==> src/rtl/rom_loader.sv <==
// Boot-time instruction ROM loader: parses a framed byte stream, writes big-endian words to
// instruction memory, and releases the CPU once the XOR checksum over the data bytes matches.
module rom_loader #(
    parameter int unsigned ADDR_W = 8,
    parameter int unsigned DEPTH  = 256,
    parameter int unsigned BASE   = 0
) (
    input  logic              clk,
    input  logic              reset,
    input  logic              in_valid,
    input  logic [7:0]        in_data,
    output logic              in_ready,
    output logic              wr_en,
    output logic [ADDR_W-1:0] wr_addr,
    output logic [31:0]       wr_data,
    output logic              cpu_hold,
    output logic              done,
    output logic              err
);

    typedef enum logic [2:0] {
        StHdrHi,
        StHdrLo,
        StData,
        StCsum,
        StDone,
        StErr
    } state_e;

    state_e            state_q, state_d;
    logic [7:0]        count_hi_q, count_hi_d;
    logic [15:0]       count_q, count_d;
    logic [15:0]       word_idx_q, word_idx_d;
    logic [1:0]        byte_idx_q, byte_idx_d;
    logic [23:0]       shift_q, shift_d;
    logic [7:0]        csum_q, csum_d;
    logic              in_ready_q, in_ready_d;
    logic              wr_en_q, wr_en_d;
    logic [ADDR_W-1:0] wr_addr_q, wr_addr_d;
    logic [31:0]       wr_data_q, wr_data_d;
    logic              cpu_hold_q, cpu_hold_d;
    logic              done_q, done_d;
    logic              err_q, err_d;
    logic              accept;
    logic [15:0]       hdr_count;

    assign accept    = in_valid & in_ready_q;
    assign hdr_count = {count_hi_q, in_data};

    always_comb begin
        state_d    = state_q;
        count_hi_d = count_hi_q;
        count_d    = count_q;
        word_idx_d = word_idx_q;
        byte_idx_d = byte_idx_q;
        shift_d    = shift_q;
        csum_d     = csum_q;
        wr_en_d    = 1'b0;
        wr_addr_d  = wr_addr_q;
        wr_data_d  = wr_data_q;

        if (accept) begin
            unique case (state_q)
                StHdrHi: begin
                    count_hi_d = in_data;
                    state_d    = StHdrLo;
                end
                StHdrLo: begin
                    count_d = hdr_count;
                    if (32'(hdr_count) > DEPTH) begin
                        state_d = StErr;
                    end else if (hdr_count == 16'd0) begin
                        state_d = StCsum;
                    end else begin
                        state_d = StData;
                    end
                end
                StData: begin
                    shift_d    = {shift_q[15:0], in_data};
                    csum_d     = csum_q ^ in_data;
                    byte_idx_d = byte_idx_q + 2'd1;
                    // Fourth byte completes the word; the write strobe follows on the next cycle.
                    if (byte_idx_q == 2'd3) begin
                        wr_en_d    = 1'b1;
                        wr_data_d  = {shift_q, in_data};
                        wr_addr_d  = ADDR_W'(BASE) + ADDR_W'(word_idx_q);
                        word_idx_d = word_idx_q + 16'd1;
                        if (word_idx_q == count_q - 16'd1) begin
                            state_d = StCsum;
                        end
                    end
                end
                StCsum: begin
                    state_d = (in_data == csum_q) ? StDone : StErr;
                end
                default: ;
            endcase
        end

        in_ready_d = (state_d != StDone) && (state_d != StErr);
        done_d     = (state_d == StDone);
        err_d      = (state_d == StErr);
        // Released one cycle after DONE is entered so the pipeline sees a settled image.
        cpu_hold_d = (state_q != StDone);
    end

    always_ff @(posedge clk) begin
        if (!reset) begin
            state_q    <= StHdrHi;
            count_hi_q <= '0;
            count_q    <= '0;
            word_idx_q <= '0;
            byte_idx_q <= '0;
            shift_q    <= '0;
            csum_q     <= '0;
            in_ready_q <= 1'b0;
            wr_en_q    <= 1'b0;
            wr_addr_q  <= ADDR_W'(BASE);
            wr_data_q  <= '0;
            cpu_hold_q <= 1'b1;
            done_q     <= 1'b0;
            err_q      <= 1'b0;
        end else begin
            state_q    <= state_d;
            count_hi_q <= count_hi_d;
            count_q    <= count_d;
            word_idx_q <= word_idx_d;
            byte_idx_q <= byte_idx_d;
            shift_q    <= shift_d;
            csum_q     <= csum_d;
            in_ready_q <= in_ready_d;
            wr_en_q    <= wr_en_d;
            wr_addr_q  <= wr_addr_d;
            wr_data_q  <= wr_data_d;
            cpu_hold_q <= cpu_hold_d;
            done_q     <= done_d;
            err_q      <= err_d;
        end
    end

    assign in_ready = in_ready_q;
    assign wr_en    = wr_en_q;
    assign wr_addr  = wr_addr_q;
    assign wr_data  = wr_data_q;
    assign cpu_hold = cpu_hold_q;
    assign done     = done_q;
    assign err      = err_q;

endmodule

==> config.mk <==
export PLATFORM = sky130hd
export DESIGN_NAME = rom_loader
export DESIGN_NICKNAME = d
export VERILOG_FILES = /design/src/rtl/rom_loader.sv
export SDC_FILE = /design/constraint.sdc
export NUM_CORES = 1
export LEC_CHECK = 0
export ABC_AREA = 1
export CORE_ASPECT_RATIO = 1.4
export CORE_MARGIN = 4
export CORE_UTILIZATION = 41
export DETAILED_ROUTE_END_ITERATION = 12
export MAX_ROUTING_LAYER = met4
export PLACE_DENSITY = 0.58
export SLEW_MARGIN = 20
export SYNTH_ARGS = -nofsm -noshare
export SYNTH_HDL_FRONTEND = slang
export SYNTH_SLANG_ARGS = --single-unit
==> constraint.sdc <==
create_clock -name clk -period 3.2 [get_ports clk]
set_clock_uncertainty 0.1 [all_clocks]
set_input_delay 0.64 -clock clk [delete_from_list [all_inputs] [get_ports clk]]
set_output_delay 0.64 -clock clk [all_outputs]
set_load 0.03 [all_outputs]
# ---- Word-level counts from Yosys, hierarchy flattened
# Cells that the tools add are included.
dict set report op_classes {
  n_mux 8
  eq_ne 11
  addsub 3
  order_cmp 1
  reduce_logical 8
  bitwise 2
}
# operator count
set op_table {}
lappend op_table {{16-bit by 1-bit adder with 16-bit output (second input constant)} 1}
lappend op_table {{16-bit == test} 1}
lappend op_table {{16-bit by 9-bit > comparator with 1-bit output (second input constant)} 1}
lappend op_table {{16-bit zero test} 1}
lappend op_table {{16-bit by 1-bit subtractor with 16-bit output (second input constant)} 1}
lappend op_table {{3-bit 2-to-1 mux} 4}
lappend op_table {{3-bit case mux with 4 select lines} 1}
lappend op_table {{3-bit inequality test (second input constant)} 3}
lappend op_table {{8-bit == test} 1}
lappend op_table {{8-bit XOR} 1}
lappend op_table {{3-bit by 2-bit == test with 1-bit output (second input constant)} 2}
lappend op_table {{3-bit == test (second input constant)} 2}
lappend op_table {{2-bit AND reduction} 3}
lappend op_table {{3-bit AND reduction} 2}
lappend op_table {{3-bit by 1-bit == test with 1-bit output (second input constant)} 1}
lappend op_table {{3-bit zero test} 1}
lappend op_table {{1-bit 2-to-1 mux} 3}
lappend op_table {{2-bit by 1-bit adder with 2-bit output (second input constant)} 1}
lappend op_table {{2-bit == test (second input constant)} 1}
lappend op_table {{1-bit bitwise AND} 1}
lappend op_table {{1-bit logical AND} 1}
dict set report totals {
  out_inout_bits 45
  reg_bits 122
  inputBits 11
}

# ---- Logic depth before layout (Yosys ltp)
dict set report depth {
  depth_word 8
  depth_mapped 16
  depth_no_buf 16
}

# ---- Least setup slack after synthesis
# No wires, ideal clock.
dict set report synth_path {
  kind {input -> register}
  from {in in_valid}
  to {reg word_idx_q[15]}
  cell_stages 12
  path_buffers 0
  setup_slack_ns 1.298
  setup_time_ns 0.115
  t_required_ns 2.985
  arrival_ns 1.687
  path_cell_list {nand2_1 nor2_2 inv_2 nor2_2 nand2_2 inv_2 nand3_2 nor2_2 nand3_1 nor2_1 a21oi_1 and2_1}
}
dict set report synth_via {
  elab_chain_cells 2
}
# item line
set synth_lines {}
lappend synth_lines {{from (decl)} 10} ;# input logic in_valid,
lappend synth_lines {{1-bit bitwise AND} 47} ;# assign accept = in_valid & in_ready_q;
lappend synth_lines {{3-bit AND reduction (no line)} -}
lappend synth_lines {{to (signal assigned)} 127} ;# word_idx_q <= word_idx_d;
lappend synth_lines {{to (decl)} 33} ;# logic [15:0] word_idx_q, word_idx_d;
# No other way between the ends.
# A chain may end at the register's enable or synchronous reset.

# ---- Final worst setup path
# Ends and elaborated chain as after synthesis.

==> metrics <==
Clock Pin Slew Worst Setup and Hold Paths=0.06 ns; # Max-Cap Violations=0; Layout fillers=1186; die area=0.01444 sq mm; kind of end point of the critical path=register; Avg Cell Area, Syn=between 7 and 8 sq um; CP max stage delay=0.46 ns; area grow syn2layout=24.66%; post-CTS setup buffers=0; most common cell after layout, fill and taps aside=nor2_1; initial drt markers=220; Max Buffers Root-to-Sink=2; DRC viols=0; I/O Pins=56; Chip Height=140.6 microns; Final Cycle Share=about two thirds; number of synthesized flops with an enable pin=0; switching share of power=24.04%; worst-skew pair later-pin latency=0.41 ns; unrepaired setup endpoints after global routing=false; htree depth=4; Final Util=52.14%; Synth Flop Type=dfxtp_1; DP HPWL=a little over 9000 microns; crit-path max FO=5; Final nets=between 700 and 800; Via Count=4607; Final ANT Viol Nets=0; CTS buffer count=17; Post-Synthesis Cells=705; most used cell, CP=nor2_2; DR vias/cell=approximately 5.0; Logic pwr share=6.5%; Final Worst Setup Slack=1.008 ns; power share of the sequential group=41.3%; Clock Power Share=52.1%; Rel. slew slack=between 50% and 60%; Final Max Tran Viols=0; setup TNS=0 ns; outcome=finished, final reports clean; WP data required=3.40 ns; worst hold path type=reg -> reg; dpl cell area=0.005808 sq mm; CTS tree=done; WS Path Type=in -> reg; final setup fails=0; Post-CTS Resized=0; Die Width=a little over 100 microns; grt total ovfl=0; GPL Wtd Cong=a little under 0.9; Clock Sinks=122; core area=0.01231 sq mm; slowest CP cell=clkdlybuf4s50_1; sw power=908.5 uW; Final min period=2.192 ns; Syn. warnings=0; Internal Power=about 2900 uW; drt first pass iters=4; initial antenna violation count=0; post-synth net total=719; commonest cells after routing, fill and taps aside=141 x nor2_1, 122 x dfxtp_1, 104 x o21ai_0, 94 x nand2_1, 62 x a21oi_1; post-synthesis register bit count=about 120; vias in the first global route=between 4k and 5k; # rows=between 40 and 50; Peak Freq=456.2 MHz; sequential area share after synthesis=47.42%; Final Hold Viols=0; crit path DAT=2.39 ns; layout cells sized above 1=9.138%; register area=0.002442 sq mm; Multi-input gate area=0.002372 sq mm; diodes inserted=0; CP startpoint kind=input pin; Cell Area, Synth=0.005150 sq mm; initial core utilization=41.83%; CTS root buffer=clkbuf_16; Worst Max-Slew Pin Slew=0.7021 ns; post-place setup slack=0.6005 ns; All-Layer GR Usage=19.69%; critical path's top delay family=simple AND/OR/NAND/NOR gates; Static Leak=0.002824 uW; ys async rst share=0%; Routed WL per cell=14.23 microns; VDD IR-drop max=317.1 uV; Pwr Density=588.7 mW/mm^2; first-pass GRT wire length=21940 microns; IO buf count=55; worst-path cell chain=clkdlybuf4s50_1 > nand2_1 > nor2_2 > inv_2 > nor2_2 > nand2_2 > inv_2 > nand3_2 > nor2_2 > nand3_1 > nor2_1 > a21oi_1 > and2_1; synth unique cells=29; CP bufs+invs=3; # hold bufs at CTS=0; Post-Route WL=13040 microns; final instance area=about 0.0064 sq mm; pin count of the biggest net entering global routing=53
-- registers in the layout (all words and copies together), names as in the netlist --
| register | cells |
|---|---|
| byte_idx_q | 2 |
| count_hi_q | 8 |
| count_q | 16 |
| cpu_hold | 1 |
| csum_q | 8 |
| done | 1 |
| err | 1 |
| in_ready | 1 |
| shift_q | 24 |
| state_q | 3 |
| word_idx_q | 16 |
| wr_addr | 8 |
| wr_data | 32 |
| wr_en | 1 |
-- area by class of cell --
class | instances | area share, %
Clock buffer | 18 | 6.685
Clock inverter | 14 | 2.845
Inverter | 55 | 3.235
Multi-Input combinational cell | 495 | 36.95
Sequential cell | 122 | 38.04
Tap cell | 150 | 2.923
Timing Repair Buffer | 62 | 9.316
-- metrics by stage --
| stage | total power (uW) | hold WS [ns] | cells |
|---|---|---|---|
| after floorplan | 1774 | 0.3178 | 705 |
| after global placement | 1838 | 0.3534 | 884 |
| after detailed placement | 1843 | 0.3564 | 884 |
| after CTS | 3815 | 0.3678 | 916 |
| after global routing | 3928 | 0.3884 | 916 |
| final | 3779 | 0.3628 | 916 |
-- power groups by stage --
stage               clock (uW)  sequential, uW  combinational [uW]
floorplan                    0            1590                 182
global placement             0            1590                 243
detailed placement           0            1600                 248
CTS                       2000            1560                 250
global route              2080            1560                 287
finish                    1970            1560                 248
-- metal layers --
metal / wire [microns] / GRT usage, % / part of all wire, % / up-vias
li1: - / - / - / 2386
met1: 5561 / 21.99 / 43 / 2131
met2: 6863 / 33.83 / 53 / 69
met3: 295 / 4.109 / 2.3 / 21
met4: 317 / 7.602 / 2.4 / 0
met5: 0 / - / 0 / -
-- kinds of logic (layout without fill, tap and decap cells) --
| family | Yosys count | count (layout) | share of synthesized area [%] |
|---|---|---|---|
| AO/OA/AOI/OAI | 168 | 168 | 16.38 |
| XOR/XNOR | 22 | 22 | 3.741 |
| adder cells (fa/ha/maj) | 3 | 3 | 0.7289 |
| AND/OR/NAND/NOR | 302 | 302 | 25.22 |
| flip-flops | 122 | 122 | 47.42 |
| buffers and inverters | 88 | 149 | 6.511 |
-- final timing paths --
kind | start | endpoint | slack (ns) | cells after the start
setup / recovery | in_valid | word_idx_q[15]$_SDFFE_PN0P_ | 1.01 | 13
hold / removal | state_q[2]$_SDFF_PN0_ | cpu_hold$_SDFF_PN1_ | 0.36 | 1
setup reg to reg | count_q[0]$_SDFFE_PN0P_ | err$_SDFF_PN0_ | 1.13 | 12
hold reg to reg | state_q[2]$_SDFF_PN0_ | cpu_hold$_SDFF_PN1_ | 0.36 | 1
-- synthesized netlist by cell type, types with 4 or more instances --
cell type	n	area, sq um
nand3_2	4	40.04
nand2_1	94	352.8
nand3_1	20	100.1
xnor2_1	10	87.58
nand2_2	4	25.02
clkbuf_1	29	108.9
nor2_1	141	529.3
a21oi_1	62	310.3
nand4_1	4	25.02
xor2_1	12	105.1
inv_2	8	30.03
dfxtp_1	122	2442
nor2_2	10	62.56
nor3_1	13	65.06
inv_1	46	172.7
o21ai_0	104	520.5
Note: power is estimated with default switching activity, not from simulation.
